==> config.mk <==
export PLATFORM = sky130hd
export DESIGN_NAME = uart_hex_parser
export DESIGN_NICKNAME = d
export VERILOG_FILES = /design/src/rtl/uart_hex_pkg.sv /design/src/rtl/hex_char_decode.sv /design/src/rtl/uart_hex_parser.sv
export SDC_FILE = /design/constraint.sdc
export NUM_CORES = 1
export LEC_CHECK = 0
export CAP_MARGIN = 20
export CORE_MARGIN = 8
export CORE_UTILIZATION = 30
export CTS_CLUSTER_DIAMETER = 150
export CTS_CLUSTER_SIZE = 20
export DETAILED_ROUTE_END_ITERATION = 8
export GPL_TIMING_DRIVEN = 0
export PLACE_DENSITY = 0.55
export SYNTH_ARGS = -nofsm -noshare
export SYNTH_HDL_FRONTEND = slang
export SYNTH_SLANG_ARGS = --single-unit
==> constraint.sdc <==
create_clock -name clk -period 4.56 [get_ports clk]
set_input_delay 0.684 -clock clk [delete_from_list [all_inputs] [get_ports clk]]
set_output_delay 0.684 -clock clk [all_outputs]
set_load 0.02 [all_outputs]
==> src/rtl/uart_hex_pkg.sv <==
// Shared types and ASCII constants for the UART hex command parser.
package uart_hex_pkg;

    typedef enum logic [1:0] {
        IDLE     = 2'd0,
        DIGITS   = 2'd1,
        HOLD     = 2'd2,
        DISCARD  = 2'd3
    } hex_state_t;

    typedef enum logic [1:0] {
        ERR_BAD_CHAR = 2'd0,
        ERR_OVERFLOW = 2'd1,
        ERR_FRAMING  = 2'd2,
        ERR_OVERRUN  = 2'd3
    } hex_err_t;

    localparam logic [7:0] ASCII_CR = 8'h0D;
    localparam logic [7:0] ASCII_LF = 8'h0A;
    localparam logic [7:0] ASCII_SP = 8'h20;

    // Separator bytes tolerated between frames.
    function automatic logic is_blank(input logic [7:0] c);
        return (c == ASCII_CR) || (c == ASCII_LF) || (c == ASCII_SP);
    endfunction

endpackage

==> src/rtl/hex_char_decode.sv <==
// Classifies one ASCII byte: hex digit value and letter case-folding.
module hex_char_decode (
    input  logic [7:0] ch,
    output logic       is_hex,
    output logic [3:0] nibble,
    output logic       is_letter,
    output logic [7:0] upper
);

    logic is_digit;
    logic is_up;
    logic is_low;
    logic is_af_up;
    logic is_af_low;

    always_comb begin
        is_digit  = (ch >= 8'h30) && (ch <= 8'h39);
        is_up     = (ch >= 8'h41) && (ch <= 8'h5A);
        is_low    = (ch >= 8'h61) && (ch <= 8'h7A);
        is_af_up  = (ch >= 8'h41) && (ch <= 8'h46);
        is_af_low = (ch >= 8'h61) && (ch <= 8'h66);

        is_hex    = is_digit || is_af_up || is_af_low;
        is_letter = is_up || is_low;

        nibble = 4'h0;
        if (is_digit) begin
            nibble = 4'(ch - 8'h30);
        end else if (is_af_up) begin
            nibble = 4'(ch - 8'h37);
        end else if (is_af_low) begin
            nibble = 4'(ch - 8'h57);
        end

        upper = is_low ? (ch - 8'h20) : ch;
    end

endmodule

==> src/rtl/uart_hex_parser.sv <==
// Assembles "<letter><hex digits><CR>" frames from UART bytes into a command
// and binary operand, offered on a valid/ready handshake.
module uart_hex_parser
    import uart_hex_pkg::*;
#(
    parameter  int unsigned WIDTH = 32,
    localparam int unsigned NDW   = $clog2(WIDTH / 4 + 1)
) (
    input  logic             clk,
    input  logic             nrst,
    input  logic [7:0]       rx_data,
    input  logic             rx_done,
    input  logic             rx_err,
    output logic [7:0]       out_cmd,
    output logic [WIDTH-1:0] out_data,
    output logic [NDW-1:0]   out_ndigits,
    output logic             out_valid,
    input  logic             out_ready,
    output logic             err_valid,
    output logic [1:0]       err_code
);

    localparam int unsigned MAX_DIGITS = WIDTH / 4;

    hex_state_t       state;
    hex_state_t       state_d;
    hex_err_t         err_kind;
    logic             err_fire;
    logic             load_cmd;
    logic             shift_digit;
    logic             idle_rules;
    logic             full;

    logic [7:0]       cmd_d;
    logic [WIDTH-1:0] data_d;
    logic [NDW-1:0]   nd_d;
    logic             valid_d;
    logic             errv_d;
    logic [1:0]       ec_d;

    logic             c_is_hex;
    logic [3:0]       c_nibble;
    logic             c_is_letter;
    logic [7:0]       c_upper;

    hex_char_decode u_decode (
        .ch        (rx_data),
        .is_hex    (c_is_hex),
        .nibble    (c_nibble),
        .is_letter (c_is_letter),
        .upper     (c_upper)
    );

    // A handshake frees HOLD in the same cycle, so that cycle's byte follows the IDLE rules.
    assign idle_rules = (state == IDLE) || ((state == HOLD) && out_ready);
    assign full       = (out_ndigits == NDW'(MAX_DIGITS));

    always_ff @(posedge clk or negedge nrst) begin
        if (!nrst) begin
            state       <= IDLE;
            out_cmd     <= '0;
            out_data    <= '0;
            out_ndigits <= '0;
            out_valid   <= 1'b0;
            err_valid   <= 1'b0;
            err_code    <= '0;
        end else begin
            state       <= state_d;
            out_cmd     <= cmd_d;
            out_data    <= data_d;
            out_ndigits <= nd_d;
            out_valid   <= valid_d;
            err_valid   <= errv_d;
            err_code    <= ec_d;
        end
    end

    // Next state plus per-event actions; rx_err always takes priority over rx_done.
    always_comb begin
        state_d     = state;
        err_fire    = 1'b0;
        err_kind    = ERR_BAD_CHAR;
        load_cmd    = 1'b0;
        shift_digit = 1'b0;

        if (idle_rules) begin
            state_d = IDLE;
            if (rx_err) begin
                err_fire = 1'b1;
                err_kind = ERR_FRAMING;
                state_d  = DISCARD;
            end else if (rx_done) begin
                if (c_is_letter) begin
                    load_cmd = 1'b1;
                    state_d  = DIGITS;
                end else if (!is_blank(rx_data)) begin
                    err_fire = 1'b1;
                    state_d  = DISCARD;
                end
            end
        end else begin
            case (state)
                HOLD: begin
                    if (rx_err) begin
                        err_fire = 1'b1;
                        err_kind = ERR_FRAMING;
                    end else if (rx_done) begin
                        err_fire = 1'b1;
                        err_kind = ERR_OVERRUN;
                    end
                end
                DIGITS: begin
                    if (rx_err) begin
                        err_fire = 1'b1;
                        err_kind = ERR_FRAMING;
                        state_d  = DISCARD;
                    end else if (rx_done) begin
                        if (c_is_hex) begin
                            if (full) begin
                                err_fire = 1'b1;
                                err_kind = ERR_OVERFLOW;
                                state_d  = DISCARD;
                            end else begin
                                shift_digit = 1'b1;
                            end
                        end else if (rx_data == ASCII_CR) begin
                            state_d = HOLD;
                        end else begin
                            err_fire = 1'b1;
                            state_d  = DISCARD;
                        end
                    end
                end
                DISCARD: begin
                    if (rx_err) begin
                        err_fire = 1'b1;
                        err_kind = ERR_FRAMING;
                    end else if (rx_done && (rx_data == ASCII_CR)) begin
                        state_d = IDLE;
                    end
                end
                default: begin
                end
            endcase
        end
    end

    // Next values of the registered outputs.
    always_comb begin
        cmd_d   = out_cmd;
        data_d  = out_data;
        nd_d    = out_ndigits;
        valid_d = (state_d == HOLD);
        errv_d  = err_fire;
        ec_d    = err_code;

        if (err_fire) begin
            ec_d = err_kind;
        end
        if (load_cmd) begin
            cmd_d  = c_upper;
            data_d = '0;
            nd_d   = '0;
        end
        if (shift_digit) begin
            data_d = (out_data << 4) | WIDTH'(c_nibble);
            nd_d   = out_ndigits + NDW'(1);
        end
    end

endmodule

== Word-level counts from Yosys, hierarchy flattened ==
Cells that the tools add are included.

* Add/sub/neg operators: 5
* $lt $le $gt $ge: 8
* Equality and inequality tests: 8
* Multiplexer cells: 54
* Bitwise gates (word level): 1
* Reductions and logical operators: 15

{| class="wikitable"
|+ Operator list
! operator !! number
|-
| $mux 32 || 2
|-
| $le 8x7->1 const B || 4
|-
| $mux 2 || 16
|-
| $or 32x4->32 || 1
|-
| $mux 1 || 27
|-
| $mux 4 || 5
|-
| $eq 8x4->1 const B || 2
|-
| $ge 8x7->1 const B || 2
|-
| $eq 8x6->1 const B || 1
|-
| $ge 8x6->1 const B || 1
|-
| $le 8x6->1 const B || 1
|-
| $mux 8 || 1
|-
| $sub 4x3->4 const B || 2
|-
| $sub 8x6->8 const B || 1
|-
| $logic_and 1x1->1 || 7
|-
| $eq 2x2->1 const B || 3
|-
| $logic_or 1x1->1 || 6
|-
| $pmux 2 s3 || 1
|-
| $add 4x1->4 const B || 1
|-
| $eq 4x4->1 const B || 1
|-
| $pmux 2 s2 || 1
|-
| $sub 4x1->4 const B || 1
|-
| $pmux 1 s3 || 1
|-
| $eq 2x1->1 const B || 1
|-
| 2 further kinds || 2
|}

* Flip-flop bits (word level): 50
* Bits of input ports: 13
* Output and inout bits: 48

== Depth between registers and ports, before layout ==
* Word-level depth: 10
* Gate-level depth with buffers: 11

== Modules after synthesis ==
Synthesis repeated with hierarchy kept, for this count alone.

* Cell total of the unflattened synthesis: 307
* Area, all modules: 2,805.2 µm²

{| class="wikitable"
|+ By module, submodules not included
! module !! instances !! cells each !! area an instance (µm²) !! sequential area each (µm²)
|-
| uart_hex_parser || 1 || 244 || 2,361.0 || 1,251.2
|-
| hex_char_decode || 1 || 63 || 444.2 || 0.0
|}

== Worst setup path before layout ==
OpenSTA, ideal clock, no wires.

* Path kind: input port to flip-flop
* Start: input rx_data[4]
* End: register out_cmd[2]
* Arrival time: 2.307 ns
* Data required time: 4.435 ns
* Setup slack: 2.128 ns
* Cell stages on the path: 7
* Path buffers: 2
* Cell sequence: buf_6 > or3_4 > o41ai_4 > o32ai_2 > nand3_1 > buf_4 > mux2_2

* Longest elaborated chain between the ends: 7
* Elaborated cells on any way between the ends: 12
* Those cells by class: order compare: 4; mux: 5; reduce/logical: 3

{| class="wikitable"
|+ Ends and longest elaborated chain
! item !! RTL line !! RTL
|-
| start, declared || uart_hex_parser.sv:11 || <nowiki>input logic [7:0] rx_data,</nowiki>
|-
| $ge 8x7->1, or another cell as far along || hex_char_decode.sv:18 || <nowiki>is_up = (ch >= 8'h41) && (ch <= 8'h5A);</nowiki>
|-
| $logic_and 1x1->1 (on tied branches) || hex_char_decode.sv:18, hex_char_decode.sv:19 ||
|-
| $logic_or 1x1->1 || hex_char_decode.sv:24 || <nowiki>is_letter = is_up || is_low;</nowiki>
|-
| $mux 1 || uart_hex_parser.sv:93 || <nowiki>if (c_is_letter) begin</nowiki>
|-
| $mux 1 || uart_hex_parser.sv:92 || <nowiki>end else if (rx_done) begin</nowiki>
|-
| $mux 1 || uart_hex_parser.sv:88 || <nowiki>if (rx_err) begin</nowiki>
|-
| $mux 1 || uart_hex_parser.sv:86 || <nowiki>if (idle_rules) begin</nowiki>
|-
| end signal, assigned || uart_hex_parser.sv:69 || <nowiki>out_cmd <= cmd_d;</nowiki>
|-
| end, declared || uart_hex_parser.sv:14 || <nowiki>output logic [7:0] out_cmd,</nowiki>
|}

Several ways; a longest one is shown, not always the timed one.
A chain may end at the register's enable or synchronous reset.

== Worst setup path in the final report ==
* Start: input rx_data[1]
* End: register out_data[4]

* Longest elaborated chain between the ends: 10
* Elaborated cells on any way between the ends: 27
* Those cells by class: order compare: 8; mux: 10; reduce/logical: 9

{| class="wikitable"
|+ Ends and longest elaborated chain
! item !! RTL line !! RTL
|-
| $ge 8x6->1, or another cell as far along || hex_char_decode.sv:17 || <nowiki>is_digit = (ch >= 8'h30) && (ch <= 8'h39);</nowiki>
|-
| $logic_and 1x1->1 (on tied branches) || hex_char_decode.sv:17, hex_char_decode.sv:20 ||
|-
| $logic_or 1x1->1 (2 in series) || hex_char_decode.sv:23 || <nowiki>is_hex = is_digit || is_af_up || is_af_low;</nowiki>
|-
| $mux 1 || uart_hex_parser.sv:118 || <nowiki>if (c_is_hex) begin</nowiki>
|-
| $mux 1 || uart_hex_parser.sv:117 || <nowiki>end else if (rx_done) begin</nowiki>
|-
| $mux 1 || uart_hex_parser.sv:113 || <nowiki>if (rx_err) begin</nowiki>
|-
| $mux 1 || uart_hex_parser.sv:102 || <nowiki>case (state)</nowiki>
|-
| $mux 1 || uart_hex_parser.sv:86 ||
|-
| $mux 32 / $reduce_bool 2->1 (equally long branches) || - ||
|-
| end signal, assigned || uart_hex_parser.sv:70 || <nowiki>out_data <= data_d;</nowiki>
|-
| end, declared || uart_hex_parser.sv:15 || <nowiki>output logic [WIDTH-1:0] out_data,</nowiki>
|}

Several ways; a longest one is shown, not always the timed one.

==> results.yml <==
layout:
  share_of_cells_above_drive_strength_1_pct: 10.16
  final_cells: 485
  final-seq-area_sq_um: 1251
  multi_input_comb_area_sq_um: 1340
  antennaDiodeCount: 0
  finalNetCount: 400
  layout_commonest_cell: "sky130_fd_sc_hd__nand2_1"
  filler_cell_count: 932
  final_cell_area_sq_um: 3641
  mostFrequentLayoutCells: "sky130_fd_sc_hd__nand2_1 (77), sky130_fd_sc_hd__clkdlybuf4s50_1 (57), sky130_fd_sc_hd__dfrtp_1 (50)"
  area_growth_syn_to_layout_pct: 31.50
clocking:
  post_cts_resized: 0
  clock_tree_from_tritoncts: "yes"
  cts_inserted_buffers: 5
  insertion_delay_ns: 0.30
  cts.path.max_buffers: 2
  cts-root-buf: "sky130_fd_sc_hd__clkbuf_8"
  cts.htree.levels: 2
  cts_hold_buf: 0
  sink_count: 50
  clkSlewWorstSetupHoldPaths_ns: 0.09
  cts.repair_timing.setup_buffer_count: 0
routing:
  drtIter0Drc: 78
  vias: 2361
  drcViolationCount: 0
  wl_um: 7150
  routed_via_density: 4.868
  wire_per_inst_um: 14.74
  route.antenna.remaining_nets: 0
  drt_pass1_iterations: 4
synth:
  synth_register_bits: 50
  yosys.cell_types.count: 50
  synth_fp_nets: 334
  yosys-top-cells-area: "sky130_fd_sc_hd__dfrtp_1 (45%), sky130_fd_sc_hd__nand2_1 (10%), sky130_fd_sc_hd__nand3_1 (7.8%)"
  post_synth_instance_area_sq_um: 2769
  synth_top_cell_by_area: "sky130_fd_sc_hd__dfrtp_1"
  yosysTopAreaCellShare_pct: 45.19
  syn-mean-instance-area_sq_um: 9.019
  asyncSetResetFlopFracSynth_pct: 100.0
  synth-edff-count: 0
  yosysWarnings: 0
  synth-main-ff-cell: "sky130_fd_sc_hd__dfrtp_1"
  synthesis.instances: 307
  yosysSeqAreaShare_pct: 45.19
setup_path:
  rr_worst_depth: 8
  worstReg2RegEnd: "out_data[4]$_DFFE_PN0P_"
  critPathCaptureType: "flop"
  cp_common_cell: "sky130_fd_sc_hd__nand3_1"
  critPathMaxFanout: 10
  cp-start-kind: "input port"
  crit_arrival_ns: 3.32
  critical-path-max-stage-delay_ns: 0.68
  worst-setup-path-type: "input port to flop"
  timing.critical_path.slowest_stage_cell: "sky130_fd_sc_hd__clkdlybuf4s50_1"
  timing.critical_path.cells: "clkdlybuf4s50_1 > inv_1 > ha_1 > nand2b_1 > o41ai_4 > o32ai_2 > nand3_1 > clkbuf_1 > nand3_1 > nand2_1"
  r2r_start: "state[0]$_DFF_PN0_"
  critical_path_required_ns: 4.80
  setup.reg_to_reg.worst_slack_ns: 2.52
power:
  share_seq_of_total_power_pct: 38.4
  worst_ir_drop_on_vdd_v: 0.0001301
  switching_power_mw: 0.5243
  leakage_power_nw: 1.702
  combinational_power_share_pct: 37.3
  pwr_density_cell_nw_per_um2: 420.0
  power.switching_fraction_pct: 34.29
  power.internal_mw: 1.005
  clockPowerShare_pct: 24.3
global_route:
  overall_global_routing_usage_pct: 11.49
  global_route_wire_length_before_repair_um: 11880
  pin_count_of_the_biggest_net_entering_global_routing: 31
  grt_antenna_before_repair: 0
  grt_pass1_vias: 2305
  leftover_overflow_at_the_end_of_global_routing: 0
sta:
  period_share_pct: 67.53
  setup_total_negative_slack_ns: 0
  slew_violations: 0
  slew-limit-headroom_pct: 66.39
  grt_setup_unrepaired: "false"
  max_freq_mhz: 324.7
  finalHoldViolCount: 0
  max_slew.worst_pin.slew_ns: 0.5042
  timing.final.setup_violations: 0
  finalCriticalPeriod_ns: 3.079
  finalClockSkew_ns: 0.004902
floorplanning:
  core_region_area_sq_um: 9109
  area_of_the_die_sq_um: 12560
  rows: 35
  io-pin-count: 61
  initial_core_util_pct: 30.40
  floorplan.die.height_um: 112.1
  die_w_um: 112.1
place:
  post-dp-hpwl_um: 5521
  routabilityCongestion: 0.8924
  io_buffers: 58
  numPlacedInstances: 477
  placed_area_sq_um: 3503
hold_path:
  worst_hold_path_type: "input port to asynchronous set/reset pin"
run:
  number_of_maximum_capacitance_violations: 0
outcome:
  status: "finished, final reports clean"
[Yosys cell counts, types with 2 or more instances]
cell and count:
sky130_fd_sc_hd__ha_1 14, sky130_fd_sc_hd__o21ai_0 4, sky130_fd_sc_hd__o22ai_1 2, sky130_fd_sc_hd__o21ai_1 6
sky130_fd_sc_hd__buf_2 7, sky130_fd_sc_hd__xnor2_1 2, sky130_fd_sc_hd__nand3_1 43, sky130_fd_sc_hd__nor4_1 2
sky130_fd_sc_hd__o211ai_1 3, sky130_fd_sc_hd__buf_4 3, sky130_fd_sc_hd__o31ai_1 4, sky130_fd_sc_hd__a22oi_1 4
sky130_fd_sc_hd__dfrtp_1 50, sky130_fd_sc_hd__buf_6 5, sky130_fd_sc_hd__a21o_1 2, sky130_fd_sc_hd__mux2_2 4
sky130_fd_sc_hd__nand2_1 77, sky130_fd_sc_hd__a211oi_1 2, sky130_fd_sc_hd__a211o_1 2, sky130_fd_sc_hd__inv_1 11
sky130_fd_sc_hd__a31oi_1 6, sky130_fd_sc_hd__a21oi_1 6, sky130_fd_sc_hd__nor2_1 7, sky130_fd_sc_hd__nor2b_1 5
sky130_fd_sc_hd__or3_1 2, sky130_fd_sc_hd__clkbuf_1 6, sky130_fd_sc_hd__nor3_1 5
[cells by family (layout without fill, tap and decap cells)]
family,after synthesis,in the layout,synth area share [%]
buf+inv,32,99,6.416
mux,4,4,1.627
fa+ha+maj,14,14,6.326
simple gates,153,153,25.71
xor+xnor,3,3,0.9491
compound gates,51,51,13.78
flops,50,50,45.19
[worst max path at each step]
stage,end,start,cells past startpoint,slack (ns)
2_1_floorplan,out_cmd[2]$_DFFE_PN0P_,rx_data[4],7,2.13
3_3_place_gp,out_cmd[4]$_DFFE_PN0P_,rx_data[1],9,1.23
3_5_place_dp,out_cmd[3]$_DFFE_PN0P_,rx_data[1],9,1.18
4_1_cts,out_data[4]$_DFFE_PN0P_,rx_data[1],10,1.49
5_1_grt,out_data[4]$_DFFE_PN0P_,rx_data[1],10,1.29
6_report,out_data[4]$_DFFE_PN0P_,rx_data[1],10,1.48
[routing by layer]
metal  up-vias  GRT usage (%)  part of all wire [%]
li1       1193              -                     -
met1      1110          15.23                    49
met2        52          18.05                    45
met3         6          3.006                   4.5
met4         0          3.237                   1.2
met5         -              0                     0
[worst max-delay path, delay by kind of cell]
kind | cells | cell delay [ns]
AO/OA/AOI/OAI | 2 | 0.49
buffers and inverters | 3 | 1.26
adder cells (fa/ha/maj) | 1 | 0.24
AND/OR/NAND/NOR | 4 | 0.64
[power by group through the flow]
stage	clock network [mW]	logic, mW	registers (mW)
after CTS	0.382	0.579	0.589
after global routing	0.402	0.628	0.601
after floorplan	0	0.268	0.666
after detailed placement	0	0.577	0.599
final	0.372	0.570	0.587
after global placement	0	0.569	0.597
[state kept, by name (all words and copies together) (netlist names)]
register	flops
err_valid	1
err_code	2
out_data	32
state	2
out_cmd	8
out_ndigits	4
out_valid	1
[final cells by class]
class                           count  area share [%]
Multi-Input combinational cell    225           36.80
Sequential cell                    50           34.36
Timing Repair Buffer               59           16.36
Tap cell                          111           3.814
Buffer                             21           3.746
Clock buffer                        5           1.890
Clock inverter                      3           1.890
Inverter                           11           1.134
[metrics by stage]
stage	setup slack [ns]	util [%]	hold slack [ns]	power, mW
3_5_place_dp	1.183	38.46	0.4706	1.176
3_3_place_gp	1.230	38.30	0.4709	1.166
2_1_floorplan	2.128	-	0.3884	0.9348
6_report	1.481	39.97	0.3362	1.529
5_1_grt	1.286	39.97	0.3750	1.631
4_1_cts	1.488	39.97	0.3543	1.550
No activity file was read; power rests on OpenSTA's default activity.
